<file path="src/rtl/sdp_cmd_queue.sv">
// Host-side command queue for the SDP driver: buffers get/put commands, issues
// them one at a time via start/done, and returns a tagged completion per command.
module sdp_cmd_queue #(
    parameter int AXI_ADDR_WIDTH = 64,
    parameter int C_LENGTH_WIDTH = 32,
    parameter int DEPTH          = 4,
    parameter int TAG_WIDTH      = 8
) (
    input  logic                      clk,
    input  logic                      rst_n,
    input  logic                      cmd_valid,
    output logic                      cmd_ready,
    input  logic [31:0]               cmd_opcode,
    input  logic [AXI_ADDR_WIDTH-1:0] cmd_storage_addr,
    input  logic [AXI_ADDR_WIDTH-1:0] cmd_memory_addr,
    input  logic [C_LENGTH_WIDTH-1:0] cmd_len,
    output logic                      drv_start,
    input  logic                      drv_done,
    output logic [31:0]               drv_command,
    output logic [AXI_ADDR_WIDTH-1:0] drv_storage_addr,
    output logic [AXI_ADDR_WIDTH-1:0] drv_memory_addr,
    output logic [C_LENGTH_WIDTH-1:0] drv_file_len,
    output logic                      cpl_valid,
    input  logic                      cpl_ready,
    output logic [TAG_WIDTH-1:0]      cpl_tag,
    output logic [1:0]                cpl_status,
    output logic [31:0]               cpl_cycles,
    output logic                      busy,
    output logic [$clog2(DEPTH):0]    q_count
);

    localparam int PTR_W = $clog2(DEPTH);
    localparam int CNT_W = PTR_W + 1;

    typedef enum logic [1:0] {ST_IDLE, ST_ISSUE, ST_WAIT, ST_CPL} state_t;

    state_t state;

    logic [31:0]               op_mem  [DEPTH];
    logic [AXI_ADDR_WIDTH-1:0] sa_mem  [DEPTH];
    logic [AXI_ADDR_WIDTH-1:0] ma_mem  [DEPTH];
    logic [C_LENGTH_WIDTH-1:0] len_mem [DEPTH];
    logic [TAG_WIDTH-1:0]      tag_mem [DEPTH];

    logic [PTR_W-1:0]     wr_ptr;
    logic [PTR_W-1:0]     rd_ptr;
    logic [CNT_W-1:0]     count;
    logic [CNT_W-1:0]     count_next;
    logic [TAG_WIDTH-1:0] enq_tag_ctr;
    logic                 push;
    logic                 pop;
    logic                 head_zero_len;
    logic [31:0]          cycle_ctr;
    logic [31:0]          cycle_inc;

    assign push          = cmd_valid && cmd_ready;
    assign head_zero_len = (len_mem[rd_ptr] == '0);
    // Zero-length heads retire straight from IDLE; everything else leaves the FIFO in ISSUE.
    assign pop           = (state == ST_ISSUE) ||
                           (state == ST_IDLE && count != '0 && head_zero_len);
    assign cycle_inc     = (cycle_ctr == '1) ? cycle_ctr : cycle_ctr + 32'd1;
    assign q_count       = count;
    assign busy          = (state != ST_IDLE) || (count != '0);

    always_comb begin
        count_next = count;
        if (push && !pop)
            count_next = count + CNT_W'(1);
        else if (!push && pop)
            count_next = count - CNT_W'(1);
    end

    always_ff @(posedge clk) begin
        if (push) begin
            op_mem[wr_ptr]  <= cmd_opcode;
            sa_mem[wr_ptr]  <= cmd_storage_addr;
            ma_mem[wr_ptr]  <= cmd_memory_addr;
            len_mem[wr_ptr] <= cmd_len;
            tag_mem[wr_ptr] <= enq_tag_ctr;
        end
    end

    // cmd_ready is registered from the next occupancy so it stays low while in reset.
    always_ff @(posedge clk or negedge rst_n) begin
        if (!rst_n) begin
            wr_ptr      <= '0;
            rd_ptr      <= '0;
            count       <= '0;
            enq_tag_ctr <= '0;
            cmd_ready   <= 1'b0;
        end else begin
            if (push) begin
                wr_ptr      <= wr_ptr + PTR_W'(1);
                enq_tag_ctr <= enq_tag_ctr + TAG_WIDTH'(1);
            end
            if (pop)
                rd_ptr <= rd_ptr + PTR_W'(1);
            count     <= count_next;
            cmd_ready <= (count_next != CNT_W'(DEPTH));
        end
    end

    always_ff @(posedge clk or negedge rst_n) begin
        if (!rst_n) begin
            state            <= ST_IDLE;
            drv_start        <= 1'b0;
            drv_command      <= '0;
            drv_storage_addr <= '0;
            drv_memory_addr  <= '0;
            drv_file_len     <= '0;
            cpl_valid        <= 1'b0;
            cpl_tag          <= '0;
            cpl_status       <= '0;
            cpl_cycles       <= '0;
            cycle_ctr        <= '0;
        end else begin
            case (state)
                ST_IDLE: begin
                    if (count != '0) begin
                        drv_command      <= op_mem[rd_ptr];
                        drv_storage_addr <= sa_mem[rd_ptr];
                        drv_memory_addr  <= ma_mem[rd_ptr];
                        drv_file_len     <= len_mem[rd_ptr];
                        cpl_tag          <= tag_mem[rd_ptr];
                        if (head_zero_len) begin
                            cpl_status <= 2'd1;
                            cpl_cycles <= '0;
                            cpl_valid  <= 1'b1;
                            state      <= ST_CPL;
                        end else begin
                            drv_start <= 1'b1;
                            state     <= ST_ISSUE;
                        end
                    end
                end
                ST_ISSUE: begin
                    drv_start <= 1'b0;
                    cycle_ctr <= '0;
                    state     <= ST_WAIT;
                end
                ST_WAIT: begin
                    // The done cycle itself counts, so a done one cycle after start reports 1.
                    cycle_ctr <= cycle_inc;
                    if (drv_done) begin
                        cpl_cycles <= cycle_inc;
                        cpl_status <= 2'd0;
                        cpl_valid  <= 1'b1;
                        state      <= ST_CPL;
                    end
                end
                ST_CPL: begin
                    if (cpl_ready) begin
                        cpl_valid <= 1'b0;
                        state     <= ST_IDLE;
                    end
                end
                default: state <= ST_IDLE;
            endcase
        end
    end

endmodule

</file>
<file path="config.mk">
export PLATFORM = sky130hd
export DESIGN_NAME = sdp_cmd_queue
export DESIGN_NICKNAME = d
export VERILOG_FILES = /design/src/rtl/sdp_cmd_queue.sv
export SDC_FILE = /design/constraint.sdc
export NUM_CORES = 1
export LEC_CHECK = 0
export BUFFER_PORTS_ARGS = -buffer_cell sky130_fd_sc_hd__buf_2
export CORE_AREA = 3 3 374 376
export CTS_CLUSTER_SIZE = 14
export DETAILED_ROUTE_END_ITERATION = 16
export DIE_AREA = 0 0 377 379
export SLEW_MARGIN = 25
export SYNTH_ARGS = -nofsm -noshare
export SYNTH_HDL_FRONTEND = slang
export SYNTH_SLANG_ARGS = --single-unit
</file>
<file path="constraint.sdc">
create_clock -name clk -period 10.7 [get_ports clk]
set_input_delay 0 -clock clk [delete_from_list [all_inputs] [get_ports clk]]
set_output_delay 0 -clock clk [all_outputs]
set_load 0.005 [all_outputs]
</file>
==> flow_summary.ini, run 1 <==
[global_route]
grt_pass1_vias = 24480
grt_pass1_wl_um = 151400
antenna_found_initial = 12
grt_overflow_total = 0
track_usage_pct = 13.89
grt_max_degree = 115

[pwr]
ir_worst_vdd_v = 0.0001516
leakagePower_uw = 0.01993
p_per_area_nw_per_um2 = 267.7

[synth]
yosysWarnings = 0
synth.top_cell.area_share_pct = 58.77
synth_seq_cells = 1085
ys.flop_type = edfxtp_1
synth_common_cells = edfxtp_1 (800), nand2_1 (641), dfrtp_1 (285)
syn_area_um2 = 40880
synthAdderAreaFrac_pct = 0.3979
synth_edf_count = 800
synthArstFlopShare_pct = 26.27
synth_mux_area_share_pct = 11.90
syn_nets = 2594
synth.largest_area_cell = edfxtp_1
synth_compound_area_share_pct = 1.742
synth_top_family_by_area = multiplexers
ys_types = 53
avgSynthCellArea_um2 = 17.15
synthTopCellsByArea = edfxtp_1 (59%), dfrtp_1 (17%), mux4_2 (11%), nand2_1 (5.9%), clkbuf_1 (0.80%)
yosys.area_share.simple_pct = 7.545
synth_xor_area_share_pct = 0.7714
yosysMostFrequentCell = edfxtp_1
syn_inst = 2384
synth_seq_area_share_pct = 76.22

[cells_and_area]
fin_nets = 3382
postLayoutCellArea_um2 = 52280
multi_input_area_um2 = 9181
area_growth_pct = 27.90
fillers = 12690
seq_area_um2 = 31160
drive_above_1_share_pct = 26.05
final_cells = 5078

[timing]
period_share_pct = 46.82
tightest_slew_ps = 1061
fin_skew_ps = 33.96
maxSlewViolCount = 0
setup_ws_ps = 5690
setup_viol = 0
tns_ps = 0
holdWs_ps = 74.15
fin_crit_ps = 5010
slew_headroom_pct = 29.24
fmax_ghz = 0.1996
rsz0062_at_grt = false
hold_viol_final = 0

[clock_tree]
cts_hold_buf = 323
cts_num_sinks = 1085
root_buffer = clkbuf_16
cts_tree = yes
cts.repair.resized = 0
postCtsSetupBuffers = 0
htreeDepth = 3
numCtsBuffers = 114
clock_latency_ps = 710
clkTransAtPathRegs_ps = 60
cts_max_path_buffers = 3

[critical_path]
required_ps = 11300
cp.arrival_ps = 5610
crit_type = flop to flop
startpoint_type = flop
crit_fanout = 36
end_kind = flop

[floorplanning]
dieArea_um2 = 142900
coreArea_um2 = 137200
die_w_um = 377
num_rows = 136
die-height_um = 379
initial_core_util_pct = 29.80
io_pins = 438

[routing]
drt-total-wl_um = 99600
detail-route-antenna-nets = 0
via_per_inst = 4.568
via_count = 23200
drt_iter0_drc = 1420
drc = 0
routedWlPerCell_um = 19.61
dr.pass1.iters = 5

[placed_design]
hpwlAfterDp_um = 59290
place_ws_ps = 5552
post_dp_cell_area_um2 = 45170
post-place-cells = 4527
gp_congestion = 0.7782
port_buffers = 436

[hold_path]
hold_class = input port to flop

[outcome]
status = finished, final reports clean

[run]
maxCapViolCount = 0
[critical path: stages (launching register included)]
cell	delay [ps]
dfrtp_4	890
buf_4	770
mux4_2	610
nor4_1	610
nand2_1	200
or4_1	760
mux2i_1	210
nand2_1	160
buf_4	280
mux2_1	340
[power by group]
part	total (µW)	internal [µW]	leakage, µW	switching (µW)
registers	6080	5620	0.0109	454
clock network	3980	2340	0.00185	1630
logic	3940	1610	0.00715	2340
total	14000	9570	0.0199	4420
[cell type report]
| type | instances | share of cell area, % |
|---|---|---|
| Timing Repair Buffer | 792 | 10.98 |
| Inverter | 25 | 0.1795 |
| Clock inverter | 58 | 1.161 |
| Antenna cell | 13 | 0.06223 |
| Multi-Input combinational cell | 1154 | 17.56 |
| Clock buffer | 157 | 6.153 |
| Sequential cell | 1085 | 59.61 |
| Tap cell | 1794 | 4.294 |
[flip-flops by register name, summed over array words and instances, names as in the netlist, 3 cells and up]
name              flops
cpl_cycles           32
cpl_tag               8
cycle_ctr            32
drv_command          32
drv_file_len         32
drv_memory_addr      64
drv_storage_addr     64
enq_tag_ctr           8
len_mem             128
ma_mem              256
op_mem              128
q_count               3
sa_mem              256
tag_mem              32
[cell usage in the layout (no fill, tap or decap), types with 20 or more instances in the layout]
cell / instances
o21ai_0: 20
inv_1: 24
o2bb2ai_1: 37
edfxtp_1: 800
nand2_1: 641
xnor2_1: 28
buf_2: 435
nor2_1: 39
mux2i_1: 27
clkinv_1: 21
buf_4: 29
dlygate4sd3_1: 322
mux4_2: 200
dfrtp_1: 283
clkbuf_16: 116
clkbuf_1: 25
[layer usage]
layer,GRT usage [%],share of wire (%)
met5,0,0.041
met2,22.63,48
met4,4.516,2.3
met3,4.143,7.2
met1,17.78,42
[kinds of logic (layout without fill, tap and decap cells)]
family,count (synthesis),count (layout)
other,1,14
DFF,1085,1085
buffers and inverters,145,1032
xor gates and xnor gates,36,36
AOI/OAI and AO/OA,100,100
and+or+nand+nor,769,769
muxes,235,235
adders and majority gates,13,13
[stage by stage]
step                      power [µW]  utilization (%)
after floorplan                 8623                -
after global placement         10050            32.94
after detailed placement       10120            32.94
after CTS                      14250            38.09
after global routing           14860            38.10
final                          14000            38.12
[path summary, 6_finish.rpt]
check	startpoint	end	slack, ps	cells after the start
setup / recovery	rd_ptr[0]	cpl_cycles[18]	5690	9
hold / removal	cmd_storage_addr[30]	sa_mem[1][30]	70	2
setup reg to reg	rd_ptr[0]	cpl_cycles[18]	5690	9
hold reg to reg	drv_memory_addr[43]	drv_memory_addr[43]	470	2
max in group asynchronous	rst_n	drv_memory_addr[35]	8700	5
min in group asynchronous	rst_n	cycle_ctr[6]	470	4
Note: power is estimated with default switching activity, not from simulation.
==> inputs of run 2 (changes only) <==
==> constraint.sdc (replaced) <==
create_clock -name clk -period 4.99 [get_ports clk]
set_input_delay 0 -clock clk [delete_from_list [all_inputs] [get_ports clk]]
set_output_delay 0 -clock clk [all_outputs]
set_load 0.005 [all_outputs]
==> run 2 against run 1 <==
  * Via count is essentially flat
  * Critical path type unchanged
  * Clock power grew 110%
  * Global-route usage shrank 0.056 points
==> flow_summary.ini, run 2 (same netlist as run 1, synthesis figures left out) <==
[hold_path]
hold_class = input port to flop
min_to = ma_mem[3][12]
min_delay_path_depth = 2
hp-start = cmd_memory_addr[12]

[placed_design]
hpwlAfterDp_um = 59230
port_buffers = 436
gp_congestion = 0.8131

[timing]
fmax_ghz = 0.2558
fin_skew_ps = 40.93
fin_crit_ps = 3909
period_share_pct = 78.34
setup_viol = 0
tns_ps = 0
maxSlewViolCount = 0
rsz0062_at_grt = false
hold_viol_final = 0
slew_headroom_pct = 36.83
tightest_slew_ps = 947.6

[routing]
drc = 0
via_count = 23180
dr.pass1.iters = 5
routedWlPerCell_um = 19.54
detail-route-antenna-nets = 0
via_per_inst = 4.559
drt_iter0_drc = 1774
drt-total-wl_um = 99370

[floorplanning]
coreArea_um2 = 137200
dieArea_um2 = 142900
die-height_um = 379
die_w_um = 377
io_pins = 438
initial_core_util_pct = 29.80
num_rows = 136

[cells_and_area]
fillers = 12750
area_growth_pct = 28.05
layout_commonest_cell = edfxtp_1
reg_top3 = ma_mem x256, sa_mem x256
drive_above_1_share_pct = 25.82
final_cell_mix = edfxtp_1 (800), nand2_1 (641), buf_2 (435), dlygate4sd3_1 (330), dfrtp_1 (283)
post-route-util_pct = 38.16
fin_nets = 3390

[clock_tree]
clock_latency_ps = 730
cts_tree = yes
numCtsBuffers = 113
cts_num_sinks = 1085
root_buffer = clkbuf_16
clkTransAtPathRegs_ps = 60
cts_max_path_buffers = 3
htreeDepth = 3

[outcome]
status = finished, final reports clean

[pwr]
ir_worst_vdd_v = 0.0004042
p_per_area_nw_per_um2 = 569.6
leakagePower_uw = 0.01995

[critical_path]
startpoint_type = flop
end_kind = flop
rr_startpoint = rd_ptr[0]
crit_type = flop to flop
cp.arrival_ps = 4520
reg2reg_slack_ps = 1080
r2r_end = cpl_cycles[2]
ff2ff_path_depth = 9
required_ps = 5600
crit_fanout = 30

[global_route]
grt_pass1_vias = 24580
antenna_found_initial = 15
grt_pass1_wl_um = 151300
grt_max_degree = 110
track_usage_pct = 13.84
grt_overflow_total = 0

[run]
maxCapViolCount = 0
==> run 2: cell types whose count changed in the layout (fill, tap and decap cells not counted), sizes merged, moves of 3 or more <==
cell	delta
bufinv	-7
clkbuf	+25
clkinv	-17
clkinvlp	-5
diode	-3
dlygate4sd3	+8
inv	+4
==> run 2: worst max-delay path: stages, from the launching register on <==
cell	delay [ps]
dfrtp_4	720
buf_4	340
mux4_2	550
nor4_1	390
nand2_1	170
or4_1	690
mux2i_1	210
nand2_1	80
buf_4	250
mux2_1	350
==> run 2: where the power goes <==
group	total [µW]	switching (µW)	internal, µW
Clock	8220	3480	4740
Sequential	13000	914	12000
Combinational	8630	5090	3540
Total	29800	9490	20300
==> run 2: timing repair <==
item,4_1_cts,5_1_grt
resized for setup,0,0
hold buffers,331,0
setup buffers,0,0
hold endpoints to repair,927,0
==> run 2: metal layers <==
| metal | vias to the layer above | share of wire [%] | global-route usage [%] |
|---|---|---|---|
| met5 | - | 0.091 | 0 |
| met4 | 14 | 2.6 | 4.739 |
| met3 | 161 | 6.9 | 3.921 |
| met2 | 578 | 48 | 22.46 |
| met1 | 11890 | 42 | 17.81 |
| li1 | 10530 | - | - |
==> run 2: through the flow <==
step | std cells | setup slack, ps | instance area [µm²] | power, µW | hold slack (ps)
after floorplan | 2384 | 1462 | 40880 | 18330 | -295.6
after global placement | 4528 | 1049 | 45320 | 21620 | 151.6
after detailed placement | 4528 | 1053 | 45320 | 21770 | 156.7
after CTS | 5074 | 1029 | 52320 | 30330 | 0.2618
after global routing | 5080 | 840.1 | 52330 | 31620 | 38.76
final | 5084 | 1081 | 52340 | 29810 | 83.92
==> run 2: layout make-up <==
| type | instances | area (µm²) | share of cell area, % |
|---|---|---|---|
| Inverter | 25 | 93.84 | 0.1793 |
| Clock buffer | 182 | 3328 | 6.359 |
| Timing Repair Buffer | 801 | 5966 | 11.40 |
| Multi-Input combinational cell | 1154 | 9181 | 17.54 |
| Antenna cell | 10 | 25.02 | 0.04781 |
| Tap cell | 1794 | 2245 | 4.289 |
| Clock inverter | 33 | 339.1 | 0.6478 |
| Sequential cell | 1085 | 31160 | 59.54 |
==> run 2: worst max-delay path by stage <==
stage / depth (start not counted) / startpoint / endpoint
after floorplan: 3 / wr_ptr[0] / len_mem[0][0]
after global placement: 9 / rd_ptr[0] / cpl_cycles[3]
after detailed placement: 9 / rd_ptr[0] / cpl_cycles[1]
after CTS: 9 / rd_ptr[0] / cpl_cycles[1]
after global routing: 9 / rd_ptr[0] / cpl_cycles[18]
final: 9 / rd_ptr[0] / cpl_cycles[2]
